**config.mk**
```make
export PLATFORM = sky130hd
export DESIGN_NAME = doomsday_alarm
export DESIGN_NICKNAME = d
export VERILOG_FILES = /design/src/rtl/doomsday_alarm.sv
export SDC_FILE = /design/constraint.sdc
export NUM_CORES = 1
export LEC_CHECK = 0
export BUFFER_PORTS_ARGS = -buffer_cell sky130_fd_sc_hd__buf_2
export CORE_MARGIN = 3
export CORE_UTILIZATION = 33
export CTS_CLUSTER_SIZE = 12
export DETAILED_ROUTE_END_ITERATION = 8
export PLACE_DENSITY_LB_ADDON = 0.25
export SYNTH_ARGS = -nofsm -noshare
export SYNTH_HDL_FRONTEND = slang
export SYNTH_SLANG_ARGS = --single-unit
```
**constraint.sdc**
```tcl
create_clock -name clk -period 5.47 [get_ports clk]
set_input_delay 0 -clock clk [delete_from_list [all_inputs] [get_ports clk]]
set_output_delay 0 -clock clk [all_outputs]
set_load 0.01 [all_outputs]
```
**src/rtl/doomsday_alarm.sv**
```systemverilog
// Countdown supervisor: watches the timer's BCD digits and drives the buzzer, LED bar and display blank.
// Digits are registered as zero/warn flags first, so a digit change reaches state two edges later.
module doomsday_alarm #(
  parameter int TONE_DIV    = 50000,
  parameter int BLINK_DIV   = 25000000,
  parameter int WARN_SECS   = 10,
  parameter int ALARM_TICKS = 30
) (
  input  logic       clk,
  input  logic       reset,
  input  logic [3:0] bin0,
  input  logic [3:0] bin1,
  input  logic [3:0] bin2,
  input  logic [3:0] bin3,
  input  logic       tick,
  input  logic       ack,
  output logic       buzz,
  output logic       blank,
  output logic [7:0] led,
  output logic [1:0] state
);

  typedef enum logic [1:0] {
    ST_IDLE  = 2'd0,
    ST_ARMED = 2'd1,
    ST_WARN  = 2'd2,
    ST_ALARM = 2'd3
  } state_e;

  localparam int TONE_W = (TONE_DIV > 1) ? $clog2(TONE_DIV) : 1;
  localparam int TICK_W = $clog2(ALARM_TICKS + 1);
  localparam logic [TONE_W-1:0] TONE_LAST  = TONE_W'(TONE_DIV - 1);
  localparam logic [25:0]       BLINK_LAST = 26'(BLINK_DIV - 1);
  localparam logic [TICK_W-1:0] TICK_MAX   = TICK_W'(ALARM_TICKS);
  localparam logic [6:0]        WARN_LIM   = 7'(WARN_SECS);

  state_e              state_q, state_d;
  logic                zero_q, zero_d;
  logic                warn_q, warn_d;
  logic [25:0]         blink_cnt_q, blink_cnt_d;
  logic                phase_q, phase_d;
  logic [TONE_W-1:0]   tone_cnt_q, tone_cnt_d;
  logic                buzz_q, buzz_d;
  logic [TICK_W-1:0]   tick_cnt_q, tick_cnt_d;
  logic [7:0]          led_q, led_d;
  logic                blank_q, blank_d;
  logic                digits_ok;
  logic [6:0]          secs;

  // Stage 1: any non-BCD digit makes the count nonzero and never a warning.
  always_comb begin
    digits_ok = (bin0 <= 4'd9) && (bin1 <= 4'd9) && (bin2 <= 4'd9) && (bin3 <= 4'd9);
    secs      = 7'(bin1) * 7'd10 + 7'(bin0);
    zero_d    = (bin0 == 4'd0) && (bin1 == 4'd0) && (bin2 == 4'd0) && (bin3 == 4'd0);
    warn_d    = digits_ok && (bin3 == 4'd0) && (bin2 == 4'd0) &&
                (secs >= 7'd1) && (secs <= WARN_LIM);
  end

  always_comb begin
    state_d = state_q;
    case (state_q)
      ST_IDLE: begin
        if (!zero_q) state_d = warn_q ? ST_WARN : ST_ARMED;
      end
      ST_ARMED: begin
        if (zero_q)      state_d = ST_ALARM;
        else if (warn_q) state_d = ST_WARN;
      end
      ST_WARN: begin
        if (zero_q)       state_d = ST_ALARM;
        else if (!warn_q) state_d = ST_ARMED;
      end
      ST_ALARM: begin
        if (ack)                       state_d = ST_IDLE;
        else if (tick_cnt_q == TICK_MAX) state_d = ST_IDLE;
        else if (!zero_q)              state_d = ST_ARMED;
      end
      default: state_d = ST_IDLE;
    endcase
  end

  // Counters and outputs are computed against the next state so they land on the same edge.
  always_comb begin
    blink_cnt_d = blink_cnt_q + 26'd1;
    phase_d     = phase_q;
    if (state_d != state_q) begin
      blink_cnt_d = 26'd0;
      phase_d     = 1'b0;
    end else if (blink_cnt_q == BLINK_LAST) begin
      blink_cnt_d = 26'd0;
      phase_d     = ~phase_q;
    end

    tone_cnt_d = '0;
    buzz_d     = 1'b0;
    if (state_d == ST_ALARM && state_q == ST_ALARM) begin
      buzz_d = buzz_q;
      if (tone_cnt_q == TONE_LAST) begin
        buzz_d = ~buzz_q;
      end else begin
        tone_cnt_d = tone_cnt_q + 1'b1;
      end
    end

    tick_cnt_d = '0;
    if (state_d == ST_ALARM && state_q == ST_ALARM) begin
      tick_cnt_d = tick_cnt_q;
      if (tick && tick_cnt_q != TICK_MAX) tick_cnt_d = tick_cnt_q + 1'b1;
    end

    led_d   = 8'h00;
    blank_d = 1'b0;
    case (state_d)
      ST_ARMED: led_d = 8'h01;
      ST_WARN:  led_d = phase_d ? 8'hFF : 8'h00;
      ST_ALARM: begin
        led_d   = phase_d ? 8'h55 : 8'hAA;
        blank_d = phase_d;
      end
      default:  led_d = 8'h00;
    endcase
  end

  // zero_q resets high so a zero count after reset cannot look like a reload.
  always_ff @(posedge clk) begin
    if (!reset) begin
      state_q     <= ST_IDLE;
      zero_q      <= 1'b1;
      warn_q      <= 1'b0;
      blink_cnt_q <= 26'd0;
      phase_q     <= 1'b0;
      tone_cnt_q  <= '0;
      buzz_q      <= 1'b0;
      tick_cnt_q  <= '0;
      led_q       <= 8'h00;
      blank_q     <= 1'b0;
    end else begin
      state_q     <= state_d;
      zero_q      <= zero_d;
      warn_q      <= warn_d;
      blink_cnt_q <= blink_cnt_d;
      phase_q     <= phase_d;
      tone_cnt_q  <= tone_cnt_d;
      buzz_q      <= buzz_d;
      tick_cnt_q  <= tick_cnt_d;
      led_q       <= led_d;
      blank_q     <= blank_d;
    end
  end

  assign buzz  = buzz_q;
  assign blank = blank_q;
  assign led   = led_q;
  assign state = state_q;

endmodule

```
Yosys cells after proc, flatten, opt, wreduce, memory -nomap -nowiden
Cells that the tools add are included.

cells by class
  add/subtract/negate cells = 4
  multiply operators = 1
  div/mod/pow operators = 0
  order comparisons = 6
  equal/unequal tests = 11
  shift-type cells = 0
  mux-type cells = 15
  bitwise operators = 4
  reduce and logical (&&, ||, !) cells = 21

operator list
  cell                                                                               count
  26-bit by 1-bit adder with 26-bit output (second input constant)                   1
  26-bit by 25-bit == test with 1-bit output (second input constant)                 1
  8-bit one-hot mux with 3 select lines                                              1
  2-bit 2-to-1 mux                                                                   9
  16-bit by 1-bit adder with 16-bit output (second input constant)                   1
  16-bit == test (second input constant)                                             1
  4-bit less-or-equal comparator (second input constant)                             4
  4-bit logical NOT                                                                  4
  8-bit 2-to-1 mux                                                                   2
  1-bit logical AND                                                                  12
  2-bit == test (second input constant)                                              4
  2-bit one-hot mux with 4 select lines                                              1
  7-bit by 4-bit adder with 7-bit output                                             1
  7-bit by 1-bit >= comparator with 1-bit output (second input constant)             1
  7-bit by 4-bit less-or-equal comparator with 1-bit output (second input constant)  1
  4-bit by 3-bit multiplier with 6-bit output (second input constant)                1
  3-bit OR reduction                                                                 2
  5-bit by 1-bit adder with 5-bit output (second input constant)                     1
  5-bit == test (second input constant)                                              1
  5-bit inequality test (second input constant)                                      1
  2-bit by 1-bit == test with 1-bit output (second input constant)                   2
  1-bit NOT                                                                          4
  2-bit AND reduction                                                                2
  2-bit logical NOT                                                                  1
  other kinds (2)                                                                    3

word-level totals
  register bits after elaboration = 62
  bits in latches = 0
  bits in writable memories = 0
  memory bits (read-only) = 0
  input bits = 20
  output and inout bits = 12
  word-level logic and storage cells = 72
  memories kept = 0

Logic depth before layout (Yosys ltp)
Gate-level depths: netlist (run 1).

  word-level depth = 8
  mapped depth = 10
  mapped depth without buffers = 9

Least setup slack after synthesis (run 1)
OpenSTA, ideal clock, no wires.

  path kind = register -> register
  start point = register tick_cnt_q[0]
  end point = register tone_cnt_q[10]
  setup time = 64 ps
  arrival time = 1,835 ps
  required time = 5,406 ps
  path slack = 3,571 ps
  cell stages (with the launch flop) = 11
  path buffers = 3
  period minus slack after synthesis = 1,899 ps
  cells stage by stage = dfxtp_1 inv_1 ha_1 a41oi_2 nand2_1 or3_1 buf_2 nand2b_1 buf_6 buf_6 nor2_1

on the way
  longest elaborated chain between the ends = 8

ends and longest elaborated chain
  element                                RTL line  RTL
  start, declared                        44        logic [TICK_W-1:0] tick_cnt_q, tick_cnt_d;
  start signal, assigned                 145       tick_cnt_q <= tick_cnt_d;
  5-bit == test                          75        else if (tick_cnt_q == TICK_MAX) state_d = ST_IDLE;
  2-bit 2-to-1 mux                       75
  2-bit 2-to-1 mux                       74        if (ack) state_d = ST_IDLE;
  2-bit one-hot mux with 4 select lines  61        case (state_q)
  2-bit == test                          96        if (state_d == ST_ALARM && state_q == ST_ALARM) begin
  1-bit logical AND                      96
  1-bit NOT (no line)                    -
  3-bit OR reduction (no line)           -
  end signal, assigned                   143       tone_cnt_q <= tone_cnt_d;
  end, declared                          42        logic [TONE_W-1:0] tone_cnt_q, tone_cnt_d;

Every way passes these cells.
A chain may end at the register's enable or synchronous reset.

Worst setup path in the final report (run 1)
  start point = register blink_cnt_q[0]
  end point = register blink_cnt_q[19]

on the way
  longest elaborated chain between the ends = 2
  elaborated cells on any way between the ends = 3
  classes of those cells = add/sub: 1; eq/ne: 1; reduce/logical: 1

ends and longest elaborated chain
  element                                                                                           RTL line  RTL
  start, declared                                                                                   40        logic [25:0] blink_cnt_q, blink_cnt_d;
  start signal, assigned                                                                            141       blink_cnt_q <= blink_cnt_d;
  parallel branches: the longest is 2 deep, another holds 26-bit by 1-bit adder with 26-bit output  -

Parallel ways; which one is timed is not known.

==> impl_metrics.csv, run 1 <==
group,metric,value,unit
global_route,grt_remaining_overflow,0,
routing,wl,5180,um
logic_synthesis,synth_area,0.00281,mm^2
floorplan,fp.dieW,98.2,um
routing,vias_per_cell,4.76,
timing,fin_skew,0.00856,ns
status,status,"finished, final reports clean",
power,clockPowerShare,41.4,%
clock_network,cts_root_buffer,"clkbuf_8",
global_route,grt_max_degree,27,
run,drv_cap,0,
power,powerDensity,256,mW/mm^2
routing,dr_wl_met3,312,um
layout,n_antenna_cell,0,
logic_synthesis,synth_edf_count,0,
placed_design,placed_cells,447,
logic_synthesis,synthCells,322,
layout,fill_cells,832,
layout,final_cells,468,
power,p_sw_share,23.6,%
logic_synthesis,synthDistinctLibCells,37,
clock_network,post_cts_buffers,0,
logic_synthesis,async_flop_share,0,%
routing,met1_length,2620,um
global_route,grt_pass1_wl,9250,um
clock_network,cts_tree,"built",
timing,slew_viol_final,0,
logic_synthesis,synth-simple-area-share,28.1,%
layout,syn2layout_area_growth,15.3,%
placed_design,place_congestion,0.733,
power,p_leak,1.21,nW
logic_synthesis,synth_fa_ha_area_share,6.33,%
logic_synthesis,synth_mux_area_share,0.714,%
timing,final.min_clock_period,2.31,ns
global_route,grt_pass1_vias,2073,
logic_synthesis,yosys.area.top_type_share,40.7,%
power,power,0.828,mW
floorplan,die-area,0.00964,mm^2
power,ir_worst_vdd,0.0000784,V
logic_synthesis,synth_xor_area_share,14.0,%
floorplan,core_region_area,0.00822,mm^2
floorplan,ios,32,
power,combPwrFrac,7.5,%
global_route,grt_usage,11.7,%
clock_network,cts_buffer_depth,2,
logic_synthesis,ys.flop_type,"dfxtp_1",
timing,hold_viol_final,0,
routing,routedWlPerCell,11.1,um
placed_design,portBuffers,31,
placed_design,dp_hpwl,3750,um
clock_network,cts_max_level,3,
floorplan,floorplan.initialDensity,34.1,%
power,power_switching,0.195,mW
routing,drtPass1Iterations,5,
worst_setup_path,end_kind,"register",
logic_synthesis,yosysTopAreaCell,"dfxtp_1",
worst_setup_path,cp_max_fo,26,
worst_setup_path,cp-start-kind,"register",
global_route,antenna_found_initial,0,
logic_synthesis,ys_seq_elements,57,
logic_synthesis,ys_seq_area_share,40.7,%
clock_network,clkLatencyLatePin,0.34,ns
clock_network,cts_sinks,57,
worst_setup_path,cp.required,5.65,ns
clock_network,clk_pin_slew,0.06,ns
timing,slew_headroom,26.5,%
clock_network,hold_buffers,5,
logic_synthesis,ys_warn_count,0,
timing,whs,0.0251,ns
clock_network,cts_buffers,9,
worst_setup_path,critical_path_class,"register to register",
routing,ant_nets,0,
layout,utilization,39.4,%
timing,rsz0062_at_grt,"false",
clock_network,ctsResizeCount,0,
layout,final_common_cell,"nor2_1",
floorplan,fp.dieH,98.2,um
power,p_seq_share,51.1,%
routing,drc,0,
logic_synthesis,synthesis.nets,355,
worst_hold_path,holdCritPathClass,"input port to register",
timing,post-route-period-util,42.2,%
routing,route.met2.wl,2160,um
layout,mostFrequentLayoutCells,"nor2_1 (61), dfxtp_1 (57), buf_2 (31)",
layout,nets,391,
timing,setup_tns,0,ns
floorplan,rows,33,
layout,drive_gt1_share,14.0,%
logic_synthesis,yosys-top-cells-area,"dfxtp_1 (41%), xor2_1 (9.1%), nor2_1 (8.2%)",
power,p_int,0.633,mW
timing,tightest_slew,1.10,ns
timing,setup_viol,0,
logic_synthesis,synth_top_family_by_area,"simple AND/OR/NAND/NOR gates",
worst_setup_path,arrival,2.49,ns
routing,vias,2230,
routing,topRoutingLayerUsed,"met4",
timing,fmax,433,MHz
logic_synthesis,synth_area_per_cell,8.71,um^2
routing,drt_iter0_drc,102,
logic_synthesis,synth-compound-area-share,5.26,%
sequential cells by signal (all words and copies together) (netlist names):
| register | cells |
|---|---|
| tone_cnt_q | 16 |
| led | 3 |
| zero_q | 1 |
| blank | 1 |
| warn_q | 1 |
| blink_cnt_q | 26 |
| buzz | 1 |
| tick_cnt_q | 5 |
| phase_q | 1 |
| state | 2 |
power by group through the flow:
stage                     logic, mW  clock network [mW]  registers (mW)
after floorplan              0.0403                   0           0.433
after global routing         0.0727               0.373           0.423
after detailed placement     0.0602                   0           0.432
after CTS                    0.0626               0.356           0.423
after global placement       0.0589                   0           0.432
final                        0.0619               0.343           0.423
per-stage QoR:
| stage | setup WS (ns) | instance area [um^2] |
|---|---|---|
| 2_1_floorplan | 3.57 | 2810 |
| 3_3_place_gp | 3.20 | 3010 |
| 3_5_place_dp | 3.12 | 3010 |
| 4_1_cts | 3.12 | 3240 |
| 5_1_grt | 2.88 | 3240 |
| 6_report | 3.16 | 3240 |
Yosys cell counts, types with 3 or more instances:
library cell / instances
a211oi_1: 3
a21oi_1: 5
and2_1: 3
and3_1: 6
and4_1: 7
buf_2: 4
buf_4: 5
dfxtp_1: 57
ha_1: 11
inv_1: 15
nand2_1: 21
nand3_1: 18
nand4_1: 15
nor2_1: 61
nor2b_1: 5
nor3_1: 4
nor4_1: 7
nor4b_1: 3
o21ai_0: 4
xnor2_1: 16
xor2_1: 29
logic make-up after synthesis:
family / Yosys count
flip-flops: 57
adder cells (fa/ha/maj): 13
buffers and inverters: 26
AND/OR/NAND/NOR: 158
XOR/XNOR: 45
multiplexers: 2
AO/OA/AOI/OAI: 21
worst max-delay path: stages, from the launching register on:
cell,delay (ns)
dfxtp_1,0.36
ha_1,0.21
and4_1,0.35
nand4_1,0.19
o211ai_2,0.91
nor2_1,0.12
per-layer routing:
layer | vias up | track usage [%]
met1 | 1001 | 15.6
li1 | 1172 | -
met2 | 48 | 17.1
met3 | 9 | 4.29
met5 | - | 0
met4 | 0 | 4.73
final timing paths:
check,startpoint,to,slack (ns),cells past startpoint
max,blink_cnt_q[0],blink_cnt_q[19],3.16,5
min,bin0[1],warn_q,0.03,4
max reg2reg,blink_cnt_q[0],blink_cnt_q[19],3.16,5
min reg2reg,tone_cnt_q[0],tone_cnt_q[0],0.46,1
area by class of cell:
type                            count  area [um^2]  area share [%]
Tap cell                          105          131            4.06
Timing Repair Buffer               36          205            6.34
Sequential cell                    57         1140            35.3
Inverter                           15         56.3            1.74
Clock inverter                      3         15.0           0.464
Multi-Input combinational cell    239         1530            47.2
Clock buffer                       13          159            4.91
Power figures use the tool's default switching activity.
==> inputs of run 2 (changes only) <==
==> constraint.sdc (replaced) <==
create_clock -name clk -period 2.2 [get_ports clk]
set_input_delay 0 -clock clk [delete_from_list [all_inputs] [get_ports clk]]
set_output_delay 0 -clock clk [all_outputs]
set_load 0.01 [all_outputs]
==> run 2 against run 1 <==
Against the previous run: critical endpoint is now warn_q; non-clock buffer count increased by 6; sequential power increased by 150%; clock power rose by 130%; register-to-register slack got worse by 2.9 ns; largest power group unchanged.
==> impl_metrics.csv, run 2 (synthesis gave the netlist of run 1 again) <==
group,metric,value,unit
status,status,"finished, final reports clean",
floorplan,ios,32,
layout,drive_gt1_share,15.2,%
clock_network,cts_buffer_depth,2,
layout,final_common_cell,"nor2_1",
worst_setup_path,crit_path_frequent_cell,"dlygate4sd3_1",
timing,setup_viol,0,
clock_network,clk_pin_slew,0.06,ns
worst_setup_path,cp-start-kind,"input port",
power,powerDensity,613,mW/mm^2
timing,rsz0062_at_grt,"false",
floorplan,floorplan.initialDensity,34.1,%
floorplan,rows,33,
worst_setup_path,rr_worst_depth,8,
placed_design,portBuffers,31,
layout,seqCellArea,0.00114,mm^2
global_route,antenna_found_initial,0,
layout,largest_register_ffs,26,
worst_hold_path,whs_path_depth,4,
worst_setup_path,slowest_stage,"dlygate4sd3_1",
layout,fill_cells,804,
worst_setup_path,crit_buf_inv,4,
layout,syn2layout_area_growth,16.3,%
worst_setup_path,cp.required,2.43,ns
routing,drtPass1Iterations,4,
power,ir_worst_vdd,0.000272,V
worst_setup_path,critical_path_class,"input port to register",
worst_hold_path,holdCritPathClass,"input port to register",
global_route,grt_pass1_vias,2134,
worst_hold_path,min_from,"bin0[1]",
layout,nets,397,
timing,slew_viol_final,0,
power,p_leak,1.23,nW
routing,ant_nets,0,
timing,fin_skew,0.00651,ns
worst_setup_path,rr_endpoint,"blink_cnt_q[23]",
layout,utilization,39.7,%
global_route,grt_max_degree,27,
placed_design,place_congestion,0.772,
worst_setup_path,end_kind,"register",
routing,routedWlPerCell,11.3,um
power,power,2.00,mW
routing,vias,2244,
worst_setup_path,max_stage_delay,0.58,ns
worst_hold_path,hold_end,"warn_q",
worst_setup_path,arrival,2.26,ns
timing,post-route-period-util,92.3,%
clock_network,cts_sinks,57,
layout,n_antenna_cell,0,
run,drv_cap,0,
timing,slew_headroom,65.2,%
clock_network,clkLatencyLatePin,0.32,ns
timing,tightest_slew,0.515,ns
floorplan,fp.dieW,98.2,um
worst_setup_path,crit_chain,"dlygate4sd3_1 -> buf_2 -> nor4_1 -> dlygate4sd3_1 -> nand2_1 -> dlygate4sd3_1 -> nor4_1",
routing,wl,5350,um
floorplan,core_region_area,0.00822,mm^2
routing,drc,0,
floorplan,die-area,0.00964,mm^2
global_route,grt_pass1_wl,9170,um
floorplan,fp.dieH,98.2,um
global_route,grt_remaining_overflow,0,
worst_setup_path,rrSetupSlack,0.31,ns
timing,setup_slack,0.169,ns
timing,final.min_clock_period,2.03,ns
layout,top_regs,"blink_cnt_q x26, tone_cnt_q x16, tick_cnt_q x5",
clock_network,cts_buffers,9,
timing,setup_tns,0,ns
timing,hold_viol_final,0,
layout,mostFrequentLayoutCells,"nor2_1 (61), dfxtp_1 (57), buf_2 (31)",
layout,final_cells,474,
placed_design,placed_cells,453,
placed_design,dp_worst_setup_slack,0.325,ns
clock_network,ctsResizeCount,0,
clock_network,cts_max_level,3,
layout,multi_input_area,0.00153,mm^2
placed_design,dp_hpwl,3800,um
worst_setup_path,cp_max_fo,2,
layout,registers.top_by_ff_count,"blink_cnt_q",
clock_network,cts_tree,"built",
routing,drt_iter0_drc,85,
timing,fmax,492,MHz
clock_network,cts_root_buffer,"clkbuf_8",
global_route,grt_usage,11.6,%
worst_setup_path,timing.rr.start,"tick_cnt_q[0]",
routing,vias_per_cell,4.73,
worst_setup_path,path_delay_family,"buffers and inverters",
run 2: worst register-to-register path: stages (launching register included):
cell	delay [ns]
dfxtp_1	0.39
inv_1	0.06
ha_1	0.22
a41oi_2	0.27
a31oi_1	0.13
a21oi_1	0.27
o211ai_2	0.11
buf_4	0.24
nor2_1	0.14
run 2: how the worst max path moves through the flow:
stage                  startpoint  slack, ns  cells after the start              to
finish                    bin3[3]       0.17                      7          warn_q
global route              bin3[3]       0.04                      7          warn_q
CTS                       bin3[3]       0.18                      7          warn_q
detailed placement        bin1[1]       0.32                      9          warn_q
global placement          bin1[1]       0.36                      9          warn_q
floorplan           tick_cnt_q[0]       0.30                     10  tone_cnt_q[10]
run 2: metrics by stage:
step	hold WS, ns	instance area (um^2)
6_report	0.0407	3260
2_1_floorplan	0.0762	2810
3_5_place_dp	0.258	3060
3_3_place_gp	0.256	3060
4_1_cts	0.0290	3260
5_1_grt	0.0522	3260
run 2: timing repair:
action,in CTS,in global routing
hold endpoints to repair,4,0
buffers inserted,0,0
hold buffers,5,0
endpoints found under the setup margin,0,0
run 2: area by class of cell:
type,count,share of cell area (%)
inverter,15,1.73
clock inverter,4,0.614
clock buffer,12,4.14
multi-input combinational,239,46.8
tap,105,4.03
timing repair buffer,42,7.67
sequential,57,35.0
run 2: metal layers:
metal	vias to the layer above	share of wire (%)	global-route usage (%)
li1	1182	-	-
met5	-	0	0
met2	38	44	18.0
met3	5	4.4	3.00
met4	0	1.6	6.51
met1	1019	50	14.6
run 2: power by group:
part / internal [mW] / switching, mW / leakage (nW)
combinational: 0.0694 / 0.0877 / 0.689
sequential: 1.04 / 0.0104 / 0.461
clock: 0.402 / 0.390 / 0.0839
total: 1.51 / 0.488 / 1.23
